===== config.mk =====
export PLATFORM = sky130hd
export DESIGN_NAME = cdb_writeback
export DESIGN_NICKNAME = d
export VERILOG_FILES = /design/src/rtl/cdb_writeback_pkg.sv /design/src/rtl/cdb_writeback_rr_arbiter4.sv /design/src/rtl/cdb_writeback.sv
export SDC_FILE = /design/constraint.sdc
export NUM_CORES = 1
export LEC_CHECK = 0
export CAP_MARGIN = 40
export CORE_UTILIZATION = 58
export DETAILED_ROUTE_END_ITERATION = 6
export GPL_TIMING_DRIVEN = 0
export PLACE_DENSITY = 0.9
export SLEW_MARGIN = 10
export SYNTH_ARGS = -nofsm -noshare
export SYNTH_HDL_FRONTEND = slang
export SYNTH_SLANG_ARGS = --single-unit

===== constraint.sdc =====
create_clock -name clock1 -period 13.74 [get_ports clock1]
set_input_delay 1.374 -clock clock1 [delete_from_list [all_inputs] [get_ports clock1]]
set_output_delay 1.374 -clock clock1 [all_outputs]
set_load 0.01 [all_outputs]

===== src/rtl/cdb_writeback_pkg.sv =====
// Shared widths, RS tag encoding and result record for the CDB writeback slice.
// Tags 1..6 name the six RS entries; 0 means "no producer" and 7 is never legal.
package cdb_writeback_pkg;

  localparam int NUM_UNITS = 4;
  localparam int DATA_W    = 16;
  localparam int NUM_REGS  = 16;
  localparam int REG_W     = 4;
  localparam int TAG_W     = 3;
  localparam int PTR_W     = 2;
  localparam int NUM_RS    = 6;
  localparam int CNT_W     = 16;

  localparam logic [TAG_W-1:0] TAG_NONE    = 3'd0;
  localparam logic [TAG_W-1:0] TAG_ADD0    = 3'd1;
  localparam logic [TAG_W-1:0] TAG_ADD1    = 3'd2;
  localparam logic [TAG_W-1:0] TAG_ADD2    = 3'd3;
  localparam logic [TAG_W-1:0] TAG_MUL0    = 3'd4;
  localparam logic [TAG_W-1:0] TAG_MUL1    = 3'd5;
  localparam logic [TAG_W-1:0] TAG_MUL2    = 3'd6;
  localparam logic [TAG_W-1:0] TAG_ILLEGAL = 3'd7;

  localparam logic [PTR_W-1:0] UNIT_ADD0 = 2'd0;
  localparam logic [PTR_W-1:0] UNIT_ADD1 = 2'd1;
  localparam logic [PTR_W-1:0] UNIT_MUL0 = 2'd2;
  localparam logic [PTR_W-1:0] UNIT_MUL1 = 2'd3;

  typedef struct packed {
    logic [DATA_W-1:0] data;
    logic [TAG_W-1:0]  tag;
    logic [REG_W-1:0]  rdest;
  } result_t;

  function automatic logic tag_legal(input logic [TAG_W-1:0] t);
    return (t != TAG_NONE) && (t != TAG_ILLEGAL);
  endfunction

  function automatic logic [NUM_RS-1:0] tag_onehot(input logic [TAG_W-1:0] t);
    logic [NUM_RS-1:0] oh;
    oh = '0;
    if (tag_legal(t)) oh = NUM_RS'(1) << (t - TAG_ADD0);
    return oh;
  endfunction

endpackage


===== src/rtl/cdb_writeback_rr_arbiter4.sv =====
// Four-way round-robin arbiter, purely combinational: the search starts one past ptr,
// so the unit granted last time has the lowest priority this time.
module rr_arbiter4
  import cdb_writeback_pkg::*;
(
  input  logic [NUM_UNITS-1:0] req,
  input  logic [PTR_W-1:0]     ptr,
  output logic [NUM_UNITS-1:0] gnt,
  output logic [PTR_W-1:0]     gnt_idx,
  output logic                 gnt_vld
);

  logic [PTR_W-1:0] idx;

  always_comb begin
    gnt     = '0;
    gnt_idx = '0;
    gnt_vld = 1'b0;
    idx     = '0;
    for (int off = 1; off <= NUM_UNITS; off++) begin
      idx = ptr + PTR_W'(off);
      if (!gnt_vld && req[idx]) begin
        gnt_vld      = 1'b1;
        gnt_idx      = idx;
        gnt[idx]     = 1'b1;
      end
    end
  end

endmodule


===== src/rtl/cdb_writeback.sv =====
// Collects execution-unit results into per-unit slots and serialises them onto the CDB,
// one registered broadcast per cycle; owns the register result-status table.
module cdb_writeback
  import cdb_writeback_pkg::*;
(
  input  logic                          clock1,
  input  logic                          reset_n,
  input  logic [NUM_UNITS-1:0]          ex_valid,
  output logic [NUM_UNITS-1:0]          ex_ready,
  input  logic [NUM_UNITS*DATA_W-1:0]   ex_data,
  input  logic [NUM_UNITS*TAG_W-1:0]    ex_tag,
  input  logic [NUM_UNITS*REG_W-1:0]    ex_rdest,
  input  logic                          iss_valid,
  input  logic [REG_W-1:0]              iss_rdest,
  input  logic [TAG_W-1:0]              iss_tag,
  input  logic [REG_W-1:0]              q_addr1,
  input  logic [REG_W-1:0]              q_addr2,
  output logic [TAG_W-1:0]              q_tag1,
  output logic [TAG_W-1:0]              q_tag2,
  output logic                          cdb_valid,
  output logic [TAG_W-1:0]              cdb_tag,
  output logic [DATA_W-1:0]             cdb_data,
  output logic                          rf_we,
  output logic [REG_W-1:0]              rf_addr,
  output logic [DATA_W-1:0]             rf_data,
  output logic [NUM_RS-1:0]             rs_free,
  output logic [CNT_W-1:0]              bcast_count,
  output logic                          err_tag
);

  logic [NUM_UNITS-1:0] slot_vld_q, slot_vld_d;
  result_t              slot_q [NUM_UNITS];
  result_t              slot_d [NUM_UNITS];
  logic [TAG_W-1:0]     status_q [NUM_REGS];
  logic [TAG_W-1:0]     status_d [NUM_REGS];
  logic [PTR_W-1:0]     ptr_q, ptr_d;

  logic                 cdb_valid_q, cdb_valid_d;
  logic [TAG_W-1:0]     cdb_tag_q, cdb_tag_d;
  logic [DATA_W-1:0]    cdb_data_q, cdb_data_d;
  logic                 rf_we_q, rf_we_d;
  logic [REG_W-1:0]     rf_addr_q, rf_addr_d;
  logic [DATA_W-1:0]    rf_data_q, rf_data_d;
  logic [NUM_RS-1:0]    rs_free_q, rs_free_d;
  logic [CNT_W-1:0]     bcast_count_q, bcast_count_d;
  logic                 err_tag_q, err_tag_d;

  result_t              ex_res [NUM_UNITS];
  logic [NUM_UNITS-1:0] ex_illegal;
  logic [NUM_UNITS-1:0] ex_acc;
  logic [NUM_UNITS-1:0] slot_legal;
  logic [NUM_UNITS-1:0] slot_drop;
  logic [NUM_UNITS-1:0] gnt;
  logic [PTR_W-1:0]     gnt_idx;
  logic                 gnt_vld;
  result_t              win;
  logic                 hit;

  always_comb begin
    for (int i = 0; i < NUM_UNITS; i++) begin
      ex_res[i].data  = ex_data[i*DATA_W +: DATA_W];
      ex_res[i].tag   = ex_tag[i*TAG_W +: TAG_W];
      ex_res[i].rdest = ex_rdest[i*REG_W +: REG_W];
      ex_illegal[i]   = !tag_legal(ex_res[i].tag);
      slot_legal[i]   = slot_vld_q[i] && tag_legal(slot_q[i].tag);
      slot_drop[i]    = slot_vld_q[i] && !tag_legal(slot_q[i].tag);
    end
  end

  rr_arbiter4 u_arb (
    .req     (slot_legal),
    .ptr     (ptr_q),
    .gnt     (gnt),
    .gnt_idx (gnt_idx),
    .gnt_vld (gnt_vld)
  );

  // A granted slot drains this edge, so it may be refilled in the same cycle.
  assign ex_ready = ~slot_vld_q | gnt;
  assign ex_acc   = ex_valid & ex_ready;
  assign win      = slot_q[gnt_idx];
  assign hit      = gnt_vld && (status_q[win.rdest] == win.tag);

  always_comb begin
    slot_vld_d = slot_vld_q;
    for (int i = 0; i < NUM_UNITS; i++) begin
      slot_d[i] = slot_q[i];
      if (gnt[i] || slot_drop[i]) slot_vld_d[i] = 1'b0;
      if (ex_acc[i]) begin
        slot_vld_d[i] = 1'b1;
        slot_d[i]     = ex_res[i];
      end
    end
    err_tag_d = err_tag_q | (|(ex_acc & ex_illegal));
    ptr_d     = gnt_vld ? gnt_idx : ptr_q;
  end

  // Rename is applied after the clear so a newer producer always survives.
  always_comb begin
    for (int r = 0; r < NUM_REGS; r++) status_d[r] = status_q[r];
    if (hit) status_d[win.rdest] = TAG_NONE;
    if (iss_valid) status_d[iss_rdest] = iss_tag;
  end

  always_comb begin
    cdb_valid_d   = gnt_vld;
    cdb_tag_d     = gnt_vld ? win.tag : cdb_tag_q;
    cdb_data_d    = gnt_vld ? win.data : cdb_data_q;
    rs_free_d     = gnt_vld ? tag_onehot(win.tag) : '0;
    bcast_count_d = bcast_count_q + CNT_W'(gnt_vld);
    rf_we_d       = hit;
    rf_addr_d     = hit ? win.rdest : rf_addr_q;
    rf_data_d     = hit ? win.data : rf_data_q;
  end

  always_ff @(posedge clock1 or negedge reset_n) begin
    if (!reset_n) begin
      slot_vld_q    <= '0;
      slot_q        <= '{default: '0};
      status_q      <= '{default: '0};
      ptr_q         <= UNIT_MUL1;
      cdb_valid_q   <= 1'b0;
      cdb_tag_q     <= '0;
      cdb_data_q    <= '0;
      rf_we_q       <= 1'b0;
      rf_addr_q     <= '0;
      rf_data_q     <= '0;
      rs_free_q     <= '0;
      bcast_count_q <= '0;
      err_tag_q     <= 1'b0;
    end else begin
      slot_vld_q    <= slot_vld_d;
      slot_q        <= slot_d;
      status_q      <= status_d;
      ptr_q         <= ptr_d;
      cdb_valid_q   <= cdb_valid_d;
      cdb_tag_q     <= cdb_tag_d;
      cdb_data_q    <= cdb_data_d;
      rf_we_q       <= rf_we_d;
      rf_addr_q     <= rf_addr_d;
      rf_data_q     <= rf_data_d;
      rs_free_q     <= rs_free_d;
      bcast_count_q <= bcast_count_d;
      err_tag_q     <= err_tag_d;
    end
  end

  assign q_tag1      = status_q[q_addr1];
  assign q_tag2      = status_q[q_addr2];
  assign cdb_valid   = cdb_valid_q;
  assign cdb_tag     = cdb_tag_q;
  assign cdb_data    = cdb_data_q;
  assign rf_we       = rf_we_q;
  assign rf_addr     = rf_addr_q;
  assign rf_data     = rf_data_q;
  assign rs_free     = rs_free_q;
  assign bcast_count = bcast_count_q;
  assign err_tag     = err_tag_q;

endmodule


---- Word-level counts from Yosys, hierarchy flattened ----
Index checks and enable logic that the tools add are counted.
word-level totals
  bits in registers ....................... 210
  input port bits ......................... 114
  output and inout port bits .............. 74
  word-level logic and storage cells ...... 201
operators by class
  add/sub/neg operators ................... 5
  order comparisons ....................... 15
  equality and inequality tests ........... 10
  shift operators ......................... 1
  muxes and demuxes ....................... 57
  bitwise operators ....................... 15
  reduce and logical (&&, ||, !) cells .... 56
operators by type and width
  kind                                                                           count
  48-bit 2-to-1 mux                                                              2
  48-bit AND                                                                     1
  48-bit bitwise mux                                                             1
  48-bit inverter                                                                1
  23-bit binary-select mux with 2-bit select                                     1
  23-bit 2-to-1 mux                                                              2
  3-bit binary-select mux with 4-bit select                                      3
  1-bit logical AND                                                              27
  3-bit inequality test (second input constant)                                  9
  3-bit nonzero test                                                             9
  3-bit demux with 4-bit select                                                  2
  3-bit 2-to-1 mux                                                               8
  5-bit >= comparator (second input constant)                                    4
  1-bit 2-to-1 mux                                                               20
  4-bit inverter with 5-bit output                                               4
  16-bit by 1-bit adder with 16-bit output                                       1
  4-bit 2-to-1 mux                                                               4
  4-bit bitwise OR                                                               4
  2-bit by 3-bit less-than comparator with 1-bit output (second input constant)  4
  6-bit 2-to-1 mux                                                               2
  1-bit logical NOT                                                              11
  5-bit by 1-bit less-than comparator with 1-bit output (second input constant)  2
  4-bit AND                                                                      2
  1-bit binary-select mux with 2-bit select                                      4
  15 further kinds                                                               31

---- Logic depth before layout (Yosys ltp) ----
Gate-level depths: netlist of the first run.
  depth in word-level cells ............... 29
  depth in mapped cells ................... 21
  mapped depth without buffers ............ 15

---- Modules after synthesis ----
From an unflattened synthesis of the first run, not the netlist that was laid out.
unflattened totals
  cells, all modules ...................... 891
  area, all modules ....................... 10731.5 µm²
modules (own cells, without submodules)
  module         instances  cells each  area an instance (µm²)
  cdb_writeback  1          823         10206.0
  rr_arbiter4    1          68          525.5

---- Worst setup path after synthesis of the first run ----
Ideal clock, no wire load.
  kind .................................... flip-flop to flip-flop
  from .................................... register ptr_q[1]
  to ...................................... register rf_addr_q[1], in the netlist rf_addr[1]
  data arrival time ....................... 4467 ps
  required time ........................... 13613 ps
  path slack .............................. 9146 ps
  cell stages (with the launch flop) ...... 18
  path buffers ............................ 3
  period minus slack after synthesis ...... 4594 ps
  path through ............................ dfstp_2 -> inv_1 -> ha_1 -> buf_1 -> a311oi_1 -> a31oi_1 -> a22oi_1 -> o211ai_1 -> buf_2 -> or3b_2 -> a31oi_2 -> or3b_1 -> o22ai_1 -> nor4_1 -> xor2_1 -> nor4_4 -> buf_6 -> mux2_1
between the ends
  longest elaborated chain between the ends .. 23
  elaborated cells between the ends (all ways) .. 35
  classes of those cells .................. add/sub: 3; eq/ne: 1; mux: 22; bitwise: 2; reduce/logical: 7
ends and longest elaborated chain
  element                                                 RTL line                         RTL
  start: declaration                                      cdb_writeback.sv:36              logic [PTR_W-1:0] ptr_q, ptr_d;
  start signal: assignment                                cdb_writeback.sv:135             ptr_q <= ptr_d;
  2-bit by 1-bit adder with 2-bit output                  cdb_writeback_rr_arbiter4.sv:21  idx = ptr + PTR_W'(off);
  1-bit binary-select mux with 2-bit select               cdb_writeback_rr_arbiter4.sv:22  if (!gnt_vld && req[idx]) begin
  1-bit 2-to-1 mux (not written as such)                  cdb_writeback_rr_arbiter4.sv:22
  1-bit 2-to-1 mux                                        cdb_writeback_rr_arbiter4.sv:22
  1-bit logical NOT                                       cdb_writeback_rr_arbiter4.sv:22
  1-bit logical AND                                       cdb_writeback_rr_arbiter4.sv:22
  1-bit 2-to-1 mux                                        cdb_writeback_rr_arbiter4.sv:22
  1-bit logical NOT                                       cdb_writeback_rr_arbiter4.sv:22
  [... 5 more ...]                                        -
  2-bit inverter with 3-bit output (not written as such)  cdb_writeback.sv:81              assign win = slot_q[gnt_idx];
  23-bit binary-select mux with 2-bit select              cdb_writeback.sv:81
  23-bit 2-to-1 mux (not written as such) (2 in series)   cdb_writeback.sv:81
  4-bit inverter with 5-bit output (not written as such)  cdb_writeback.sv:82              assign hit = gnt_vld && (status_q[win.rdest] == win.tag);
  3-bit binary-select mux with 4-bit select               cdb_writeback.sv:82
  3-bit 2-to-1 mux (not written as such) (2 in series)    cdb_writeback.sv:82
  3-bit == test                                           cdb_writeback.sv:82
  1-bit logical AND                                       cdb_writeback.sv:82
  end signal: assignment                                  cdb_writeback.sv:140             rf_addr_q <= rf_addr_d;
  end: declaration                                        cdb_writeback.sv:42              logic [REG_W-1:0] rf_addr_q, rf_addr_d;
Several ways; a longest one is shown, not always the timed one. The select of a mux whose other input is x is not followed.
A chain may end at the register's enable or synchronous reset.

==> metrics, run 1 <==
DRT Wirelength 35.2 mm; Synth Warn # 0; outcome finished, final reports clean; vias in the first global route 10300; Clock Skew 17.6 ps; Synth Area in Simple Gates 18.4%; antenna-violating nets left 0; starting density of the core 60.0%; Adder-Cell Fraction of Synth Area 1.21%; Compound-Gate Fraction of Synth Area 9.47%; Final setup viols 0; Avg Cell Area, Syn 10.2 µm²; maxcap violations 0; root buffer cell clkbuf_16; total gr overflow 0; critical hold path startpoint cdb_tag[2]$_DFFE_PN0P_; Post-Synth XOR/XNOR Area 1.31%; main combinational cell family by area after synthesis multiplexers; aggregate global-route resource usage 36.2%; Min-Delay Path Class flop to flop; largest net degree at the start of global routing 115; H-tree Lvls 1; vias per cell 6.35; critical path endpoint category flop; RSZ-0062 raised after global routing no; max_slew headroom 41.9%; dpl cell area 0.0136 mm²; critical path class flop to flop; fin crit share 43.0%; largest area contributor in the netlist dfrtp_1; first-pass detailed-route iteration total 7; mux share of post-synthesis cell area 20.1%; # nets final 1455; minimum clock period 5910 ps; Worst Path Arrival 6290 ps; CP required 14120 ps; core footprint 0.0190 mm²; DIE WIDTH 142 µm; Placer Congestion 1.01; die footprint 0.0202 mm²; Reg2Reg Depth 20; async set-reset flop share out of synthesis 100%; via count 10200; Clk pin slew, worst setup/hold paths 60 ps; first-pass GRT wire length 55.3 mm; cts hold-fix bufs 0; # rows 50; hpwl dp 25.3 mm; Final Hold Viols 0; ANT cells 0; number of antenna violations at the first check in global routing 0; P&R area growth vs syn 27.0%; PostCTS Resize Cnt 0; crit path launch type flop; Post-Syn Nets 1243; worst r2r dst status_q[45]$_DFF_PN0_; Die Y 142 µm; synthesized flop and latch total 210; PortBufs 184; worst skew pair latency 540 ps; Num Clock Sinks 210; share of the yosys chip area belonging to registers 46.3%; Worst-Margin Slew 865 ps; CP Launch Point ptr_q[1]$_DFFE_PN1P_; worst setup path endpoint status_q[45]$_DFF_PN0_; Cell Area, Synth 0.0114 mm²; cells taking the most area after synthesis dfrtp_1 (46%), mux2_2 (9.6%), nand2_1 (6.8%); TritonCTS buffer count 24; Reg2Reg Launch Point ptr_q[1]$_DFFE_PN1P_; clock buffer depth 3; r2r setup slk 7830 ps; Post-synth EDFFs 0; Ports 188; Synth Flop Type dfrtp_1; Post-Synthesis Cells 1118; Layout Utilization 76.1%; post-route design area 0.0144 mm²; Synth top area share 45.8%; share of cells above drive strength 1 15.6%; Distinct cells, synth 69; CTS tree done; CP max FO 10; 1st-iter DRT viols 1170; TNS Setup 0 ps; setup bufs post-CTS 0; Residual DRC 0; Final Slew Violations 0; highest clock rate 169 MHz; WL per Instance 21.9 µm
-- synth_stat cells (all sizes together) (2+ instances only) --
cell     instances
a2bb2oi          4
or2              3
ha              11
nand3           54
xor2             5
and2             4
o21ai           87
nor2b            6
o22ai            4
nor3b            4
mux4            34
a31oi            5
nand2b           6
a22oi           12
nor3            14
a222oi           4
a21boi           3
and3            28
nand4            9
or4              2
nand2          207
nand3b           3
inv             31
dfstp            2
a31o             2
clkbuf          37
mux2i           39
mux2            99
a221oi           3
o31ai            9
xnor2           12
buf             19
or3              9
a21oi            6
or3b             6
nor2            93
o211ai          13
dfrtp          208
and4             2
nor4             4
o2111ai          5
o2bb2ai          2
-- per-layer routing --
layer / global-route usage [%] / share of wire, % / up-vias
met5: 0 / 0 / -
met3: 11.5 / 12 / 140
met1: 43.5 / 36 / 4958
li1: - / - / 4407
met4: 16.9 / 4.8 / 0
met2: 59.3 / 47 / 710
-- kinds of logic (layout without fill, tap and decap cells) --
group | after synthesis | count (layout)
muxes | 172 | 172
and+or+nand+nor | 455 | 455
adders and majority gates | 11 | 11
buffers and inverters | 87 | 317
xor gates and xnor gates | 17 | 17
DFF | 210 | 210
AOI/OAI and AO/OA | 166 | 166
-- state kept, by name, indices dropped and copies added (netlist names), 2 cells and up --
| signal | flops |
|---|---|
| slot_q | 92 |
| ptr_q | 2 |
| cdb_data | 16 |
| rf_data | 16 |
| status_q | 48 |
| cdb_tag | 3 |
| slot_vld_q | 4 |
| rf_addr | 4 |
| bcast_count | 16 |
| rs_free | 6 |
-- layout make-up --
| cell class | count | area, µm² |
|---|---|---|
| plain buffers | 56 | 258 |
| inverters | 31 | 116 |
| clock buffers | 32 | 681 |
| fillers | 1221 | 4530 |
| well taps | 260 | 325 |
| repair buffers | 186 | 1890 |
| multi-input cells | 821 | 5740 |
| clock inverters | 12 | 166 |
| flip-flops and latches | 210 | 5260 |
-- layout by cell type, fill, tap and decap left out, types with 6 or more instances in the layout --
master,count
o21ai_0,44
clkbuf_1,40
o21ai_1,43
mux2i_1,38
mux2_2,97
nor2b_1,6
inv_1,30
nand4_1,9
clkbuf_16,24
nand3_1,54
ha_1,11
buf_6,6
mux4_2,34
xnor2_1,12
nor3_1,14
clkdlybuf4s50_1,183
or3_1,7
dfrtp_1,208
o31ai_1,9
nand2_1,207
a22oi_1,11
and3_1,27
clkinv_2,7
buf_1,8
nor2_1,93
o211ai_1,12
nand2b_1,6
-- worst min-delay path by stage --
stage                              to  slack [ps]  depth (start not counted)
6_report       cdb_tag[2]$_DFFE_PN0P_         460                          2
3_3_place_gp   cdb_tag[2]$_DFFE_PN0P_         450                          2
4_1_cts        cdb_tag[2]$_DFFE_PN0P_         470                          2
3_5_place_dp   cdb_tag[2]$_DFFE_PN0P_         460                          2
5_1_grt        cdb_tag[2]$_DFFE_PN0P_         490                          2
2_1_floorplan  slot_q[68]$_DFFE_PN0P_         480                          1
-- critical path: stages (launching register included) --
cell and delay, ps:
dfstp_2 640, inv_1 190, ha_1 310, buf_1 330, a311oi_1 150, a31oi_1 470, a22oi_1 260, o211ai_1 320
buf_2 290, o2111ai_1 310, and2_4 290, buf_6 140, buf_6 160, o21ai_1 160, o22ai_1 110, nor4_1 450
xor2_1 190, nor4_4 330, buf_2 290, and3_1 250, o31ai_1 110
-- metrics by stage --
stage | hold slack [ps] | cells | setup slack, ps
5_1_grt | 495 | 1608 | 7590
6_report | 462 | 1608 | 7830
3_3_place_gp | 454 | 1562 | 2640
2_1_floorplan | 479 | 1118 | 9150
4_1_cts | 468 | 1607 | 8040
3_5_place_dp | 464 | 1563 | 8060
Power of run 1 is left out: the tool's default activity adds up to more than one toggle a clock period on the data nets, which glitch-free logic cannot reach.
==> run 2: changes to the inputs <==
- CORE_UTILIZATION: 58 -> 49
- PLACE_DENSITY: 0.9 -> 0.81
- clock period: 13.74 -> 4.8 ns (I/O delays scaled with it)
==> metrics, run 2 (synthesis results as in run 1) <==
worst r2r dst status_q[47]$_DFF_PN0_; die footprint 0.0238 mm²; Layout Utilization 66.8%; Residual DRC 0; # rows 55; critical path class flop to flop; P&R area growth vs syn 33.5%; max FFs per register 92; core footprint 0.0227 mm²; # fillers 1712; Min-Delay Path Class input pin to flop; Placed Cells 1592; highest clock rate 212 MHz; outcome finished, final reports clean; Final Hold Viols 0; Top Registers slot_q x92, status_q x48; most frequent cells in the layout dfrtp_1 (208), nand2_1 (206), clkdlybuf4s50_1 (183), mux2_2 (96), nor2_1 (92); hold slack 319 ps; Die Y 154 µm; crit path launch type flop; final cell count without fillers 1678; Placer Congestion 0.993; number of antenna violations at the first check in global routing 3; Final Slew Violations 0; first-pass GRT wire length 55.7 mm; clock buffer depth 3; ANT cells 0; commonest non-fill, non-tap cell in the layout dfrtp_1; maxcap violations 0; Storage cell area 0.00526 mm²; CP Launch Point slot_q[6]$_DFFE_PN0P_; vias per cell 6.13; area of the multi-input gates 0.00605 mm²; Worst Path Arrival 5100 ps; H-tree Lvls 1; worst setup path endpoint status_q[47]$_DFF_PN0_; Place WS -911 ps; root buffer cell clkbuf_16; worst skew pair latency 540 ps; total gr overflow 0; TritonCTS buffer count 24; Worst-Margin Slew 1060 ps; share of cells above drive strength 1 21.5%; largest net degree at the start of global routing 98; Clock Skew 11.8 ps; first-pass detailed-route iteration total 6; DRT Wirelength 36.4 mm; Ports 188; hpwl dp 25.5 mm; starting density of the core 50.0%; critical path endpoint category flop; CTS tree done; DIE WIDTH 154 µm; final setup margin 79.2 ps; Top reg by flops slot_q; Final setup viols 0; vias in the first global route 9860; Num Clock Sinks 210; # nets final 1500; minimum clock period 4720 ps; via count 10300; antenna-violating nets left 0; CP max FO 7; PortBufs 184; fin crit share 98.3%; Reg2Reg Depth 18; r2r setup slk 80 ps; Clk pin slew, worst setup/hold paths 60 ps; 1st-iter DRT viols 1308; WL per Instance 21.7 µm; Reg2Reg Launch Point slot_q[6]$_DFFE_PN0P_; max_slew headroom 28.9%; CP required 5180 ps; aggregate global-route resource usage 30.2%
## run 2: cell types whose count changed in the layout (fill, tap and decap cells not counted), moves of 3 or more
cell / previous run / this run
buf_12: 0 / 3
and3_4: 1 / 16
and3_1: 27 / 12
a31oi_4: 0 / 4
clkbuf_2: 0 / 5
clkinv_2: 7 / 3
o31ai_1: 9 / 1
buf_4: 1 / 41
o31ai_2: 0 / 6
clkbuf_4: 0 / 3
a31oi_1: 3 / 0
## run 2: worst min path at each step
stage | start | to | slack (ps) | cells past startpoint
2_1_floorplan | reset_n | bcast_count[0]$_DFF_PN0_ | 180 | 0
3_3_place_gp | cdb_tag[2]$_DFFE_PN0P_ | cdb_tag[2]$_DFFE_PN0P_ | 460 | 2
3_5_place_dp | reset_n | status_q[33]$_DFF_PN0_ | 350 | 1
4_1_cts | iss_tag[2] | status_q[17]$_DFF_PN0_ | 300 | 3
5_1_grt | iss_tag[2] | status_q[17]$_DFF_PN0_ | 330 | 3
6_report | iss_tag[0] | status_q[0]$_DFF_PN0_ | 320 | 3
## run 2: layout make-up
| cell class | instances | share of cell area [%] |
|---|---|---|
| Buffer | 52 | 1.91 |
| Sequential cell | 210 | 34.7 |
| Timing Repair Buffer | 234 | 15.2 |
| Multi-Input combinational cell | 822 | 39.9 |
| Clock inverter | 6 | 0.693 |
| Inverter | 31 | 0.808 |
| Clock buffer | 38 | 4.50 |
| Tap cell | 285 | 2.35 |
## run 2: critical path, cell delays in order, from the launching register on
cell and delay, ps:
dfrtp_1 400, or3_4 430, and3_4 220, mux4_2 510, buf_6 150, a22oi_4 210
mux2i_1 100, or4_4 580, and2_4 210, buf_8 140, nand2_1 60, o21ai_1 100
nor4_2 380, xnor2_1 160, nor4_4 280, buf_6 170, buf_4 150, and3_4 230
o31ai_2 70
## run 2: metal layers
| layer | wire length (µm) | GRT usage (%) | up-vias |
|---|---|---|---|
| li1 | - | - | 4496 |
| met3 | 3980 | 8.94 | 118 |
| met4 | 1310 | 10.4 | 6 |
| met2 | 17300 | 49.4 | 628 |
| met5 | 40 | 0 | - |
| met1 | 13700 | 38.2 | 5032 |
## run 2: what timing repair did
action | 4_1_cts | 5_1_grt
pin swaps | 5 | 12
hold buffers | 1 | 0
setup endpoints to repair | 75 | 70
endpoints found under the hold margin | 27 | 0
cloned | 1 | 4
gates resized for setup | 39 | 51
setup buffers | 14 | 25
## run 2: through the flow
stage               TNS (ps)  area [µm²]
floorplan                  0       11400
global placement    -1227280       13600
detailed placement    -55510       13600
CTS                    -5.56       14700
global route            -103       15200
finish                     0       15200
Power of run 2 is left out for the same reason.
==> run 3: changes to the inputs <==
- PLACE_DENSITY: 0.81 -> 0.77
==> metrics, run 3 (synthesis results as in run 1) <==
outcome complete, but fails checks; failing checks negative hold slack; largest net degree at the start of global routing 109; starting density of the core 50.0%; Reg2Reg Launch Point slot_q[52]$_DFFE_PN0P_; critical path endpoint category flop; CP peak stage delay 620 ps; PortBufs 184; Ports 188; highest clock rate 211 MHz; WL per Instance 21.5 µm; first-pass detailed-route iteration total 7; die footprint 0.0238 mm²; Layout Utilization 66.4%; CTS tree done; met1 Use GR 39.1%; DIE WIDTH 154 µm; crit path launch type flop; # fillers 1799; Worst-Margin Slew 889 ps; area of the multi-input gates 0.00597 mm²; hold slack -10.7 ps; Placer Congestion 0.960; Top reg by flops slot_q; Final setup viols 0; 1st-iter DRT viols 1014; GR met2 Demand/Resource 48.8%; max FFs per register 92; critical path class flop to flop; Min-Delay Path Class input pin to asynchronous set/reset pin; Final Slew Violations 0; Worst Path Arrival 5120 ps; Clk pin slew, worst setup/hold paths 60 ps; share of cells above drive strength 1 20.6%; max_slew headroom 40.3%; CP max stage cell or4_4; vias per cell 6.05; Final Hold Viols 2; fin crit share 98.5%; H-tree Lvls 1; hpwl dp 25.5 mm; P&R area growth vs syn 32.7%; TritonCTS buffer count 24; number of antenna violations at the first check in global routing 2; Critical Path, Cell by Cell or3_4, and3_4, mux4_2, o211ai_2, o211ai_1, or4_4, and2_4, buf_8, nand4_1, a21boi_1, nor4_2, xnor2_1, nor4_4, buf_4, buf_4, and3_4, o31ai_1; CP Launch Point slot_q[52]$_DFFE_PN0P_; root buffer cell clkbuf_16; CP max FO 7; most frequent cells in the layout dfrtp_1 (208), nand2_1 (206), clkdlybuf4s50_1 (183), mux2_2 (95), nor2_1 (92); Die Y 154 µm; minimum clock period 4730 ps; worst skew pair latency 530 ps; core footprint 0.0227 mm²; via count 10100; commonest non-fill, non-tap cell in the layout dfrtp_1; met3 usage 8.94%; first-pass GRT wire length 55.4 mm; TNS Setup 0 ps; antenna-violating nets left 0; Top Registers slot_q x92, status_q x48; vias in the first global route 9794; Storage cell area 0.00526 mm²; Clock Skew 8.87 ps; CP required 5190 ps; Num Clock Sinks 210; total gr overflow 0; # rows 55; Residual DRC 0; busiest grt layer met2; DRT Wirelength 35.8 mm; aggregate global-route resource usage 30.3%; # nets final 1487; clock buffer depth 3; maxcap violations 0
[run 3: path summary, 6_finish.rpt]
check	endpoint	slack, ps	cells after the start
setup / recovery	status_q[37]$_DFF_PN0_	70	17
hold / removal	bcast_count[15]$_DFF_PN0_	-10	1
setup reg to reg	status_q[37]$_DFF_PN0_	70	17
hold reg to reg	cdb_data[14]$_DFFE_PN0P_	480	2
max in group asynchronous	cdb_data[10]$_DFFE_PN0P_	3790	2
min in group clock1	status_q[10]$_DFF_PN0_	300	3
[run 3: critical path, delay by kind of cell, from the launching register on]
| family | cells | cell delay (ps) |
|---|---|---|
| and+or+nand+nor | 8 | 2460 |
| xor gates and xnor gates | 1 | 160 |
| buffers and inverters | 3 | 480 |
| muxes | 1 | 510 |
| DFF | 1 | 420 |
| AOI/OAI and AO/OA | 4 | 550 |
[run 3: layer usage]
layer	wire, µm	vias to the layer above
met1	14300	4995
met4	1350	0
li1	-	4479
met3	3630	101
met2	16600	504
met5	0	-
[run 3: final cells by class]
| cell class | instances | share of cell area, % |
|---|---|---|
| buffer | 52 | 1.81 |
| antenna | 2 | 0.0332 |
| inverter | 31 | 0.813 |
| clock inverter | 9 | 1.29 |
| sequential | 210 | 34.9 |
| tap | 285 | 2.36 |
| multi-input combinational | 822 | 39.6 |
| clock buffer | 35 | 4.79 |
| timing repair buffer | 221 | 14.5 |
[run 3: per-stage QoR]
step / cell area [µm²] / hold WS (ps) / setup slack, ps / std cells
floorplan: 11400 / 184 / 206 / 1118
global placement: 13600 / 461 / -5670 / 1587
detailed placement: 13600 / 470 / -855 / 1591
CTS: 14800 / 32.4 / 3.51 / 1650
global route: 15100 / 57.6 / -49.4 / 1666
finish: 15100 / -10.7 / 69.9 / 1667
[run 3: timing repair]
action / in CTS / in global routing
endpoints found under the setup margin: 77 / 70
cloned: 0 / 3
hold buffers: 0 / 0
buffers inserted: 17 / 14
gates resized for setup: 30 / 42
pin swaps: 6 / 13
Power of run 3 is left out for the same reason.
